==> config.mk <==
export PLATFORM = sky130hd
export DESIGN_NAME = rf_wb_arbiter_flat
export DESIGN_NICKNAME = d
export VERILOG_FILES = /design/src/rtl/rf_wb_arbiter_if.sv /design/src/rtl/rf_wb_arbiter.sv /design/src/flat_wrapper.sv
export SDC_FILE = /design/constraint.sdc
export NUM_CORES = 1
export LEC_CHECK = 0
export BUFFER_PORTS_ARGS = -buffer_cell sky130_fd_sc_hd__buf_2
export CAP_MARGIN = 30
export CORE_ASPECT_RATIO = 2
export CORE_UTILIZATION = 38
export DETAILED_ROUTE_END_ITERATION = 8
export GPL_ROUTABILITY_DRIVEN = 0
export SKIP_CTS_REPAIR_TIMING = 1
export SLEW_MARGIN = 20
export SYNTH_ARGS = -nofsm -noshare
export SYNTH_HDL_FRONTEND = slang
export SYNTH_SLANG_ARGS = --single-unit
export TNS_END_PERCENT = 10
==> constraint.sdc <==
create_clock -name clk -period 6.1 [get_ports clk]
set_input_delay 1.22 -clock clk [delete_from_list [all_inputs] [get_ports clk]]
set_output_delay 1.22 -clock clk [all_outputs]
set_load 0.05 [all_outputs]
==> src/rtl/rf_wb_arbiter_if.sv <==
// Bus bundle for rf_wb_arbiter.
// Carries the writeback request (wb_*), the load-return handshake (ld_*),
// the shared register-file write port (rf_*), and the status outputs
// (pipe_stall, pend_mask, fifo_count).
//   master : the surrounding pipeline / load path (drives wb_*, ld_valid/addr/sel/data)
//   slave  : the arbiter (drives ld_ready, rf_*, pipe_stall, pend_mask, fifo_count)
// Bit vectors use ascending [0:N] ranges so that pend_mask[i] is register i.
interface rf_wb_arbiter_if #(
    parameter int DEPTH = 4
);
    logic                    wb_en;
    logic [0:4]              wb_addr;
    logic [0:2]              wb_sel;
    logic [0:63]             wb_data;

    logic                    ld_valid;
    logic                    ld_ready;
    logic [0:4]              ld_addr;
    logic [0:2]              ld_sel;
    logic [0:63]             ld_data;

    logic                    rf_write_enb;
    logic [0:4]              rf_addr_wr;
    logic [0:2]              rf_sel;
    logic [0:63]             rf_di;

    logic                    pipe_stall;
    logic [0:31]             pend_mask;
    logic [$clog2(DEPTH):0]  fifo_count;

    modport master (
        output wb_en, wb_addr, wb_sel, wb_data,
        output ld_valid, ld_addr, ld_sel, ld_data,
        input  ld_ready,
        input  rf_write_enb, rf_addr_wr, rf_sel, rf_di,
        input  pipe_stall, pend_mask, fifo_count
    );

    modport slave (
        input  wb_en, wb_addr, wb_sel, wb_data,
        input  ld_valid, ld_addr, ld_sel, ld_data,
        output ld_ready,
        output rf_write_enb, rf_addr_wr, rf_sel, rf_di,
        output pipe_stall, pend_mask, fifo_count
    );
endinterface

==> src/rtl/rf_wb_arbiter.sv <==
// rf_wb_arbiter
// Shares the single register-file write port between pipeline writeback
// (fixed priority, no backpressure) and load/NoC return data (valid/ready).
// Load writes that lose to WB are queued in a DEPTH-entry FIFO which drains
// on idle WB cycles. If the FIFO head is blocked by WB for STARVE_MAX
// consecutive cycles, pipe_stall is raised for exactly one cycle and the head
// is written instead of WB.
// Ports:
//   clk, reset : clock and synchronous active-high reset
//   bus        : rf_wb_arbiter_if.slave (wb_*, ld_*, rf_*, pipe_stall,
//                pend_mask, fifo_count)
module rf_wb_arbiter #(
    parameter int DEPTH      = 4,
    parameter int STARVE_MAX = 8
) (
    input logic             clk,
    input logic             reset,
    rf_wb_arbiter_if.slave  bus
);
    localparam int PW = $clog2(DEPTH);
    localparam int CW = PW + 1;
    localparam int SW = $clog2(STARVE_MAX + 1);

    typedef enum logic {ST_NORMAL, ST_DRAIN} state_t;

    // FIFO storage; the head is read combinationally because it must be
    // presented to the register file in the same cycle it is granted.
    logic [0:4]     mem_addr_reg [DEPTH];
    logic [0:2]     mem_sel_reg  [DEPTH];
    logic [0:63]    mem_data_reg [DEPTH];
    logic           slot_valid_reg  [DEPTH];
    logic           slot_valid_next [DEPTH];
    logic [0:4]     slot_addr_next  [DEPTH];

    logic [PW-1:0]  rd_ptr_reg, wr_ptr_reg;
    logic [CW-1:0]  count_reg;
    logic [SW-1:0]  starve_reg, starve_next;
    state_t         state_reg, state_next;
    logic           pipe_stall_reg;
    logic [0:31]    pend_mask_reg, pend_mask_next;

    logic fifo_empty, fifo_full, ld_live;
    logic grant_wb, do_pop, do_bypass, do_push;
    logic           wr_enb;
    logic [0:4]     wr_addr;
    logic [0:2]     wr_sel;
    logic [0:63]    wr_data;

    assign fifo_empty   = (count_reg == '0);
    assign fifo_full    = (count_reg == CW'(DEPTH));
    assign bus.ld_ready = ~fifo_full & ~reset;
    // Register 0 loads are accepted but never written or queued.
    assign ld_live      = bus.ld_valid & bus.ld_ready & (bus.ld_addr != 5'd0);

    always_comb begin
        grant_wb  = 1'b0;
        do_pop    = 1'b0;
        do_bypass = 1'b0;
        if (!reset) begin
            if (state_reg == ST_DRAIN) begin
                do_pop = ~fifo_empty;
            end else if (bus.wb_en) begin
                grant_wb = 1'b1;
            end else if (!fifo_empty) begin
                do_pop = 1'b1;
            end else begin
                do_bypass = ld_live;
            end
        end
    end

    assign do_push = ld_live & ~do_bypass;

    always_comb begin
        wr_enb  = 1'b0;
        wr_addr = '0;
        wr_sel  = '0;
        wr_data = '0;
        if (grant_wb) begin
            wr_enb  = 1'b1;
            wr_addr = bus.wb_addr;
            wr_sel  = bus.wb_sel;
            wr_data = bus.wb_data;
        end else if (do_pop) begin
            wr_enb  = 1'b1;
            wr_addr = mem_addr_reg[rd_ptr_reg];
            wr_sel  = mem_sel_reg[rd_ptr_reg];
            wr_data = mem_data_reg[rd_ptr_reg];
        end else if (do_bypass) begin
            wr_enb  = 1'b1;
            wr_addr = bus.ld_addr;
            wr_sel  = bus.ld_sel;
            wr_data = bus.ld_data;
        end
    end

    assign bus.rf_write_enb = wr_enb;
    assign bus.rf_addr_wr   = wr_addr;
    assign bus.rf_sel       = wr_sel;
    assign bus.rf_di        = wr_data;
    assign bus.pipe_stall   = pipe_stall_reg;
    assign bus.pend_mask    = pend_mask_reg;
    assign bus.fifo_count   = count_reg;

    // Post-update view of every slot, so pend_mask reflects the FIFO as it
    // will be after this edge.
    always_comb begin
        for (int s = 0; s < DEPTH; s++) begin
            slot_valid_next[s] = slot_valid_reg[s];
            slot_addr_next[s]  = mem_addr_reg[s];
            if (do_pop && rd_ptr_reg == PW'(s)) begin
                slot_valid_next[s] = 1'b0;
            end
            if (do_push && wr_ptr_reg == PW'(s)) begin
                slot_valid_next[s] = 1'b1;
                slot_addr_next[s]  = bus.ld_addr;
            end
        end
    end

    genvar gi;
    generate
        for (gi = 0; gi < 32; gi++) begin : g_pend
            logic [DEPTH-1:0] hit;
            always_comb begin
                for (int s = 0; s < DEPTH; s++) begin
                    hit[s] = slot_valid_next[s] && (slot_addr_next[s] == 5'(gi));
                end
            end
            assign pend_mask_next[gi] = (gi != 0) && (|hit);
        end
    endgenerate

    // Starvation counts only cycles where an already-queued head lost to WB.
    always_comb begin
        starve_next = starve_reg;
        state_next  = ST_NORMAL;
        if (do_pop || state_reg == ST_DRAIN) begin
            starve_next = '0;
        end else if (grant_wb && !fifo_empty) begin
            starve_next = starve_reg + 1'b1;
        end
        if (state_reg == ST_NORMAL && starve_next == SW'(STARVE_MAX)) begin
            state_next = ST_DRAIN;
        end
    end

    always_ff @(posedge clk) begin
        if (do_push) begin
            mem_addr_reg[wr_ptr_reg] <= bus.ld_addr;
            mem_sel_reg[wr_ptr_reg]  <= bus.ld_sel;
            mem_data_reg[wr_ptr_reg] <= bus.ld_data;
        end
    end

    always_ff @(posedge clk) begin
        if (reset) begin
            rd_ptr_reg     <= '0;
            wr_ptr_reg     <= '0;
            count_reg      <= '0;
            starve_reg     <= '0;
            state_reg      <= ST_NORMAL;
            pipe_stall_reg <= 1'b0;
            pend_mask_reg  <= '0;
            for (int s = 0; s < DEPTH; s++) begin
                slot_valid_reg[s] <= 1'b0;
            end
        end else begin
            if (do_push) begin
                wr_ptr_reg <= wr_ptr_reg + 1'b1;
            end
            if (do_pop) begin
                rd_ptr_reg <= rd_ptr_reg + 1'b1;
            end
            count_reg      <= count_reg + CW'(do_push) - CW'(do_pop);
            starve_reg     <= starve_next;
            state_reg      <= state_next;
            pipe_stall_reg <= (state_next == ST_DRAIN);
            pend_mask_reg  <= pend_mask_next;
            for (int s = 0; s < DEPTH; s++) begin
                slot_valid_reg[s] <= slot_valid_next[s];
            end
        end
    end
endmodule

==> src/flat_wrapper.sv <==
// flat-port wrapper written by rule: the top's interface ports become plain ports
module rf_wb_arbiter_flat 
#(
    parameter int DEPTH      = 4,
    parameter int STARVE_MAX = 8
)
  (clk, reset, bus_wb_en, bus_wb_addr, bus_wb_sel, bus_wb_data, bus_ld_valid, bus_ld_addr, bus_ld_sel, bus_ld_data, bus_ld_ready, bus_rf_write_enb, bus_rf_addr_wr, bus_rf_sel, bus_rf_di, bus_pipe_stall, bus_pend_mask, bus_fifo_count);
  rf_wb_arbiter_if #(.DEPTH(DEPTH)) bus_i ();
  input logic clk;
  input logic reset;
  input wire logic [$bits(bus_i.wb_en)-1:0] bus_wb_en;
  input wire logic [$bits(bus_i.wb_addr)-1:0] bus_wb_addr;
  input wire logic [$bits(bus_i.wb_sel)-1:0] bus_wb_sel;
  input wire logic [$bits(bus_i.wb_data)-1:0] bus_wb_data;
  input wire logic [$bits(bus_i.ld_valid)-1:0] bus_ld_valid;
  input wire logic [$bits(bus_i.ld_addr)-1:0] bus_ld_addr;
  input wire logic [$bits(bus_i.ld_sel)-1:0] bus_ld_sel;
  input wire logic [$bits(bus_i.ld_data)-1:0] bus_ld_data;
  output wire logic [$bits(bus_i.ld_ready)-1:0] bus_ld_ready;
  output wire logic [$bits(bus_i.rf_write_enb)-1:0] bus_rf_write_enb;
  output wire logic [$bits(bus_i.rf_addr_wr)-1:0] bus_rf_addr_wr;
  output wire logic [$bits(bus_i.rf_sel)-1:0] bus_rf_sel;
  output wire logic [$bits(bus_i.rf_di)-1:0] bus_rf_di;
  output wire logic [$bits(bus_i.pipe_stall)-1:0] bus_pipe_stall;
  output wire logic [$bits(bus_i.pend_mask)-1:0] bus_pend_mask;
  output wire logic [$bits(bus_i.fifo_count)-1:0] bus_fifo_count;
  assign bus_i.wb_en = bus_wb_en;
  assign bus_i.wb_addr = bus_wb_addr;
  assign bus_i.wb_sel = bus_wb_sel;
  assign bus_i.wb_data = bus_wb_data;
  assign bus_i.ld_valid = bus_ld_valid;
  assign bus_i.ld_addr = bus_ld_addr;
  assign bus_i.ld_sel = bus_ld_sel;
  assign bus_i.ld_data = bus_ld_data;
  assign bus_ld_ready = bus_i.ld_ready;
  assign bus_rf_write_enb = bus_i.rf_write_enb;
  assign bus_rf_addr_wr = bus_i.rf_addr_wr;
  assign bus_rf_sel = bus_i.rf_sel;
  assign bus_rf_di = bus_i.rf_di;
  assign bus_pipe_stall = bus_i.pipe_stall;
  assign bus_pend_mask = bus_i.pend_mask;
  assign bus_fifo_count = bus_i.fifo_count;
  rf_wb_arbiter #(.DEPTH(DEPTH), .STARVE_MAX(STARVE_MAX)) u_core (.clk(clk), .reset(reset), .bus(bus_i));
endmodule
### Yosys cells after proc, flatten, opt, wreduce, memory -nomap -nowiden

Memory sizes are Yosys's and may differ from the RTL's. A register that Yosys moved wholly into a read port is not among the register bits.
Cells that the tools add are included.

| word-level totals | value |
|---|---|
| register bits after elaboration | 44 |
| RAM bits | 292 |
| output and inout bits | 110 |
| input port bits | 148 |
| logic and storage cells | 385 |
| memories | 4 |

Memory list:

| memory | depth | width | rd ports | clocked after Yosys merged registers in | write ports | line | RTL |
|---|---|---|---|---|---|---|---|
| u_core.mem_data_reg | 4 | 64 | 1 | 1 | 1 | rf_wb_arbiter.sv:30 | `logic [0:63] mem_data_reg [DEPTH];` |
| u_core.mem_addr_reg | 4 | 5 | 5 | 1 | 1 | rf_wb_arbiter.sv:28 | `logic [0:4] mem_addr_reg [DEPTH];` |
| u_core.mem_sel_reg | 4 | 3 | 1 | 1 | 1 | rf_wb_arbiter.sv:29 | `logic [0:2] mem_sel_reg [DEPTH];` |
| u_core.slot_valid_reg | 4 | 1 | 4 | 0 | 4 | rf_wb_arbiter.sv:31 | `logic slot_valid_reg [DEPTH];` |

| cells by class | value |
|---|---|
| bitwise logic cells | 13 |
| reductions and logical operators | 171 |
| equality and inequality tests | 132 |
| muxes and demuxes | 53 |
| $add $sub $neg | 5 |

Operator list:

| cell | number |
|---|---|
| $eq A5 B5 Y1 const B | 64 |
| $mux W64 | 3 |
| $eq A5 B4 Y1 const B | 32 |
| $logic_and A1 B1 Y1 | 134 |
| $reduce_or A4 Y1 | 31 |
| $eq A5 B3 Y1 const B | 16 |
| $eq A5 B2 Y1 const B | 8 |
| $mux W5 | 7 |
| $mux W1 | 32 |
| $eq A5 B1 Y1 const B | 4 |
| $mux W2 | 6 |
| $mux W3 | 3 |
| $eq A2 B2 Y1 const B | 4 |
| $mux W4 | 2 |
| $not A1 Y1 | 5 |
| $reduce_bool A5 Y1 | 1 |
| $add A2 B1 Y2 const B | 2 |
| $add A4 B1 Y4 const B | 1 |
| $and A1 B1 Y1 | 4 |
| $eq A2 B1 Y1 const B | 2 |
| $eq A4 B4 Y1 const B | 1 |
| $logic_not A2 Y1 | 2 |
| $or A1 B1 Y1 | 4 |
| $add A3 B1 Y3 | 1 |
| 5 further kinds | 5 |

### Depth between registers and ports, before layout

| depth | value |
|---|---|
| depth after elaboration | 16 |
| mapped depth | 11 |
| depth with buffers taken out | 8 |

### Worst setup path after synthesis

OpenSTA, ideal clock, no wires.

| timing path | value |
|---|---|
| kind | input to output |
| start point | input reset |
| end point | output bus_rf_di[29] |
| path buffers | 3 |
| data arrival time | 3341 ps |
| path slack | 1539 ps |
| data required time | 4880 ps |
| cell stages on the path | 6 |
| cell sequence | buf_2 nor2_1 clkbuf_1 clkbuf_1 a22oi_1 o21ai_0 |

| on the way | value |
|---|---|
| word-level cells in the longest chain between the ends | 11 |
| elaborated cells on any way between the ends | 13 |
| those cells by class | 9 x mux; 4 x bitwise |

Ends and longest elaborated chain:

| element | line | RTL |
|---|---|---|
| start, declared | flat_wrapper.sv:10 | `input logic reset;` |
| $not A1 Y1 | rf_wb_arbiter.sv:51 | `assign bus.ld_ready = ~fifo_full & ~reset;` |
| $and A1 B1 Y1 | rf_wb_arbiter.sv:51 |  |
| $and A1 B1 Y1 (2 in series) | rf_wb_arbiter.sv:53 | `assign ld_live = bus.ld_valid & bus.ld_ready & (bus.ld_addr != 5'd0);` |
| $mux W1 | rf_wb_arbiter.sv:64 | `end else if (!fifo_empty) begin` |
| $mux W1 | rf_wb_arbiter.sv:62 | `end else if (bus.wb_en) begin` |
| $mux W1 | rf_wb_arbiter.sv:60 | `if (state_reg == ST_DRAIN) begin` |
| $mux W1 | rf_wb_arbiter.sv:59 | `if (!reset) begin` |
| $mux W64 | rf_wb_arbiter.sv:89 | `end else if (do_bypass) begin` |
| $mux W64 | rf_wb_arbiter.sv:84 | `end else if (do_pop) begin` |
| $mux W64 * | rf_wb_arbiter.sv:79 | `if (grant_wb) begin` |
| end, declared | flat_wrapper.sv:23 | `output wire logic [$bits(bus_i.rf_di)-1:0] bus_rf_di;` |

Mark *: on every way between the ends. The rest lies on a longest branch, timed or not.

### Worst setup path in the final report

| timing path | value |
|---|---|
| start point | input bus_ld_addr[1] |
| end point | output bus_rf_di[37] |

| on the way | value |
|---|---|
| word-level cells in the longest chain between the ends | 9 |

Ends and longest elaborated chain:

| element | line | RTL |
|---|---|---|
| start, declared | flat_wrapper.sv:16 | `input wire logic [$bits(bus_i.ld_addr)-1:0] bus_ld_addr;` |
| $reduce_bool A5 Y1 | rf_wb_arbiter.sv:53 |  |
| $and A1 B1 Y1 | rf_wb_arbiter.sv:53 |  |
| $mux W1 | rf_wb_arbiter.sv:64 |  |
| $mux W1 | rf_wb_arbiter.sv:62 |  |
| $mux W1 | rf_wb_arbiter.sv:60 |  |
| $mux W1 | rf_wb_arbiter.sv:59 |  |
| $mux W64 | rf_wb_arbiter.sv:89 |  |
| $mux W64 | rf_wb_arbiter.sv:84 |  |
| $mux W64 | rf_wb_arbiter.sv:79 |  |

No other way between the ends.

==> results_dict.tcl <==
set metrics [dict create \
    status "complete, no violations" \
    drt_iter0_drc 723 \
    synth.top_cells.by_area "edfxtp_1 57%, mux4_2 11%, dfxtp_1 6.5%" \
    clk_latency_ns 0.56 \
    io-pin-count 258 \
    antenna_cells 0 \
    gr-total-overflow 0 \
    synth-edff-count 288 \
    die_x_um 143 \
    tightest_slew_ns 1.02 \
    r2r-start "u_core.wr_ptr_reg[0]" \
    start_util_pct 38.7 \
    route.antenna.remaining_nets 0 \
    final_common_cell "edfxtp_1" \
    cts_htree_levels 1 \
    track_usage_pct 21.6 \
    drive_gt1_share_pct 35.0 \
    wire_per_inst_um 23.9 \
    synth-async-reset-ratio_pct 0 \
    grt_pass1_vias 10400 \
    avgSynthCellArea_sq_um 14.9 \
    required_ns 4.88 \
    finalMaxSlewViolations 0 \
    fillers 3497 \
    reg2reg_to "u_core.bus.pend_mask[9]" \
    cts-root-buf "clkbuf_16" \
    wirelength_mm 43.1 \
    min_path_type "reg2reg" \
    clock_sinks 337 \
    leakage_nw 6.07 \
    vias 10400 \
    ys_warn_count 0 \
    powerDensity_mw_per_mm2 332 \
    peakVddDrop_mv 0.262 \
    path_max_fanout 22 \
    start_kind "input pin" \
    skew_ns 0.0151 \
    post_dp_cell_area_sq_mm 0.0169 \
    critPathArrivalTime_ns 3.40 \
    yosysTopAreaCell "edfxtp_1" \
    cp-end-kind "primary output" \
    cp-startpoint "bus_ld_addr[1]" \
    tns_ns 0 \
    reg2reg_depth 7 \
    die-area_sq_mm 0.0405 \
    r2r_slack_ns 3.06 \
    fin_crit_sh_pct 75.7 \
    cts_tree "built" \
    design_area_sq_mm 0.0179 \
    synth_top_area_share_pct 57.4 \
    cts_buffer_depth 3 \
    placed_cells 1746 \
    grt_max_degree 78 \
    slew_headroom_pct 31.8 \
    rsz0062_at_grt "no" \
    synth_nets 1173 \
    holdCritStartpoint "u_core.slot_valid_reg[1]" \
    largest_reg_flops 256 \
    synthToLayoutAreaGrowth_pct 19.0 \
    syn_area_sq_mm 0.0151 \
    ys_ff_latch 337 \
    first_pass_iters 5 \
    min_period_ns 4.62 \
    cts_made_buffers 31 \
    drc 0 \
    crit_end "bus_rf_di[37]" \
    portBuffers 256 \
    post_layout_nonfiller_instances 1804 \
    core_sq_mm 0.0389 \
    hold_viol_final 0 \
    nNetsFinal 1421 \
    synthCells 1013 \
    ys_seq_area_share_pct 64.0 \
    ys.flop_type "edfxtp_1" \
    final_core_util_pct 46.0 \
    fp.dieH_um 283 \
    max_freq_mhz 217 \
    rows 102 \
    final_cell_mix "288 x edfxtp_1, 258 x buf_2, 146 x nand2_1" \
    finalSetupViolations 0 \
    viasPerCell 5.74 \
    clk_pin_slew_ns 0.06 \
    antenna_found_initial 4 \
    hold_ws_ns 0.513 \
    detailed_place_hpwl_mm 28.7 \
    synthDistinctLibCells 62 \
    grt_pass1_wl_mm 64.0 \
    critPathKind "in2out" \
    drv_cap 0 \
]
==> critical path: stages <==
cell     delay, ns
buf_2         0.27
nor2_2        0.17
nand2_1       0.15
and4_2        0.62
buf_4         0.36
a22oi_1       0.13
o21ai_0       0.17
buf_2         0.29
==> where the power goes <==
| part | internal [mW] | switching [mW] | total, mW | leakage, nW |
|---|---|---|---|---|
| Clock | 1.04 | 0.829 | 1.87 | 0.472 |
| Sequential | 2.59 | 0.0772 | 2.67 | 3.00 |
| Combinational | 0.451 | 0.951 | 1.40 | 2.60 |
==> Yosys cell counts (7+ instances only) <==
cell,count
a31oi_1,25
edfxtp_1,288
nor3_1,14
o21ai_1,33
a32oi_1,15
o21ai_0,14
inv_1,15
a21oi_1,14
nor2_1,15
mux4_2,72
dfxtp_1,49
nor3b_1,7
ha_1,11
clkbuf_1,37
a22oi_1,112
nand2b_1,13
nand3_1,11
buf_2,20
nor4b_2,8
nand2_1,146
==> area by class of cell <==
| class | count | area [sq um] | share of cell area, % |
|---|---|---|---|
| repair buffers | 277 | 1490 | 8.32 |
| clock buffers | 40 | 830 | 4.63 |
| inverters | 15 | 61.3 | 0.342 |
| flip-flops and latches | 337 | 9640 | 53.8 |
| clock inverters | 16 | 141 | 0.789 |
| well taps | 520 | 651 | 3.63 |
| multi-input cells | 599 | 5110 | 28.5 |
==> logic make-up after synthesis <==
family	after synthesis	share of synthesized area (%)
buffers and inverters	77	2.26
AND/OR/NAND/NOR	262	9.65
XOR/XNOR	4	0.233
adder cells (fa/ha/maj)	12	1.05
multiplexers	72	10.8
flip-flops	337	64.0
AO/OA/AOI/OAI	248	12.1
other	1	0.0249
==> layer usage <==
| layer | share of wire, % | GRT usage (%) | vias to the layer above |
|---|---|---|---|
| met4 | 5.5 | 11.5 | 4 |
| met3 | 6.3 | 3.97 | 148 |
| li1 | - | - | 4563 |
| met5 | 0.070 | 0 | - |
| met2 | 55 | 40.2 | 529 |
| met1 | 34 | 22.5 | 5112 |
==> worst min path at each step <==
stage                                           to  depth (start not counted)  slack, ns
after floorplan           u_core.slot_valid_reg[1]                          2       0.46
after global routing      u_core.slot_valid_reg[2]                          2       0.54
after CTS                 u_core.slot_valid_reg[2]                          2       0.51
final                     u_core.slot_valid_reg[1]                          2       0.51
after detailed placement  u_core.slot_valid_reg[2]                          2       0.50
after global placement    u_core.slot_valid_reg[1]                          2       0.48
==> per-stage QoR <==
stage	setup WS (ns)	power (mW)
global route	1.28	6.16
floorplan	1.54	3.71
detailed placement	1.49	4.14
global placement	1.53	4.12
finish	1.48	5.94
CTS	1.48	6.01
No activity file was read; power rests on OpenSTA's default activity.
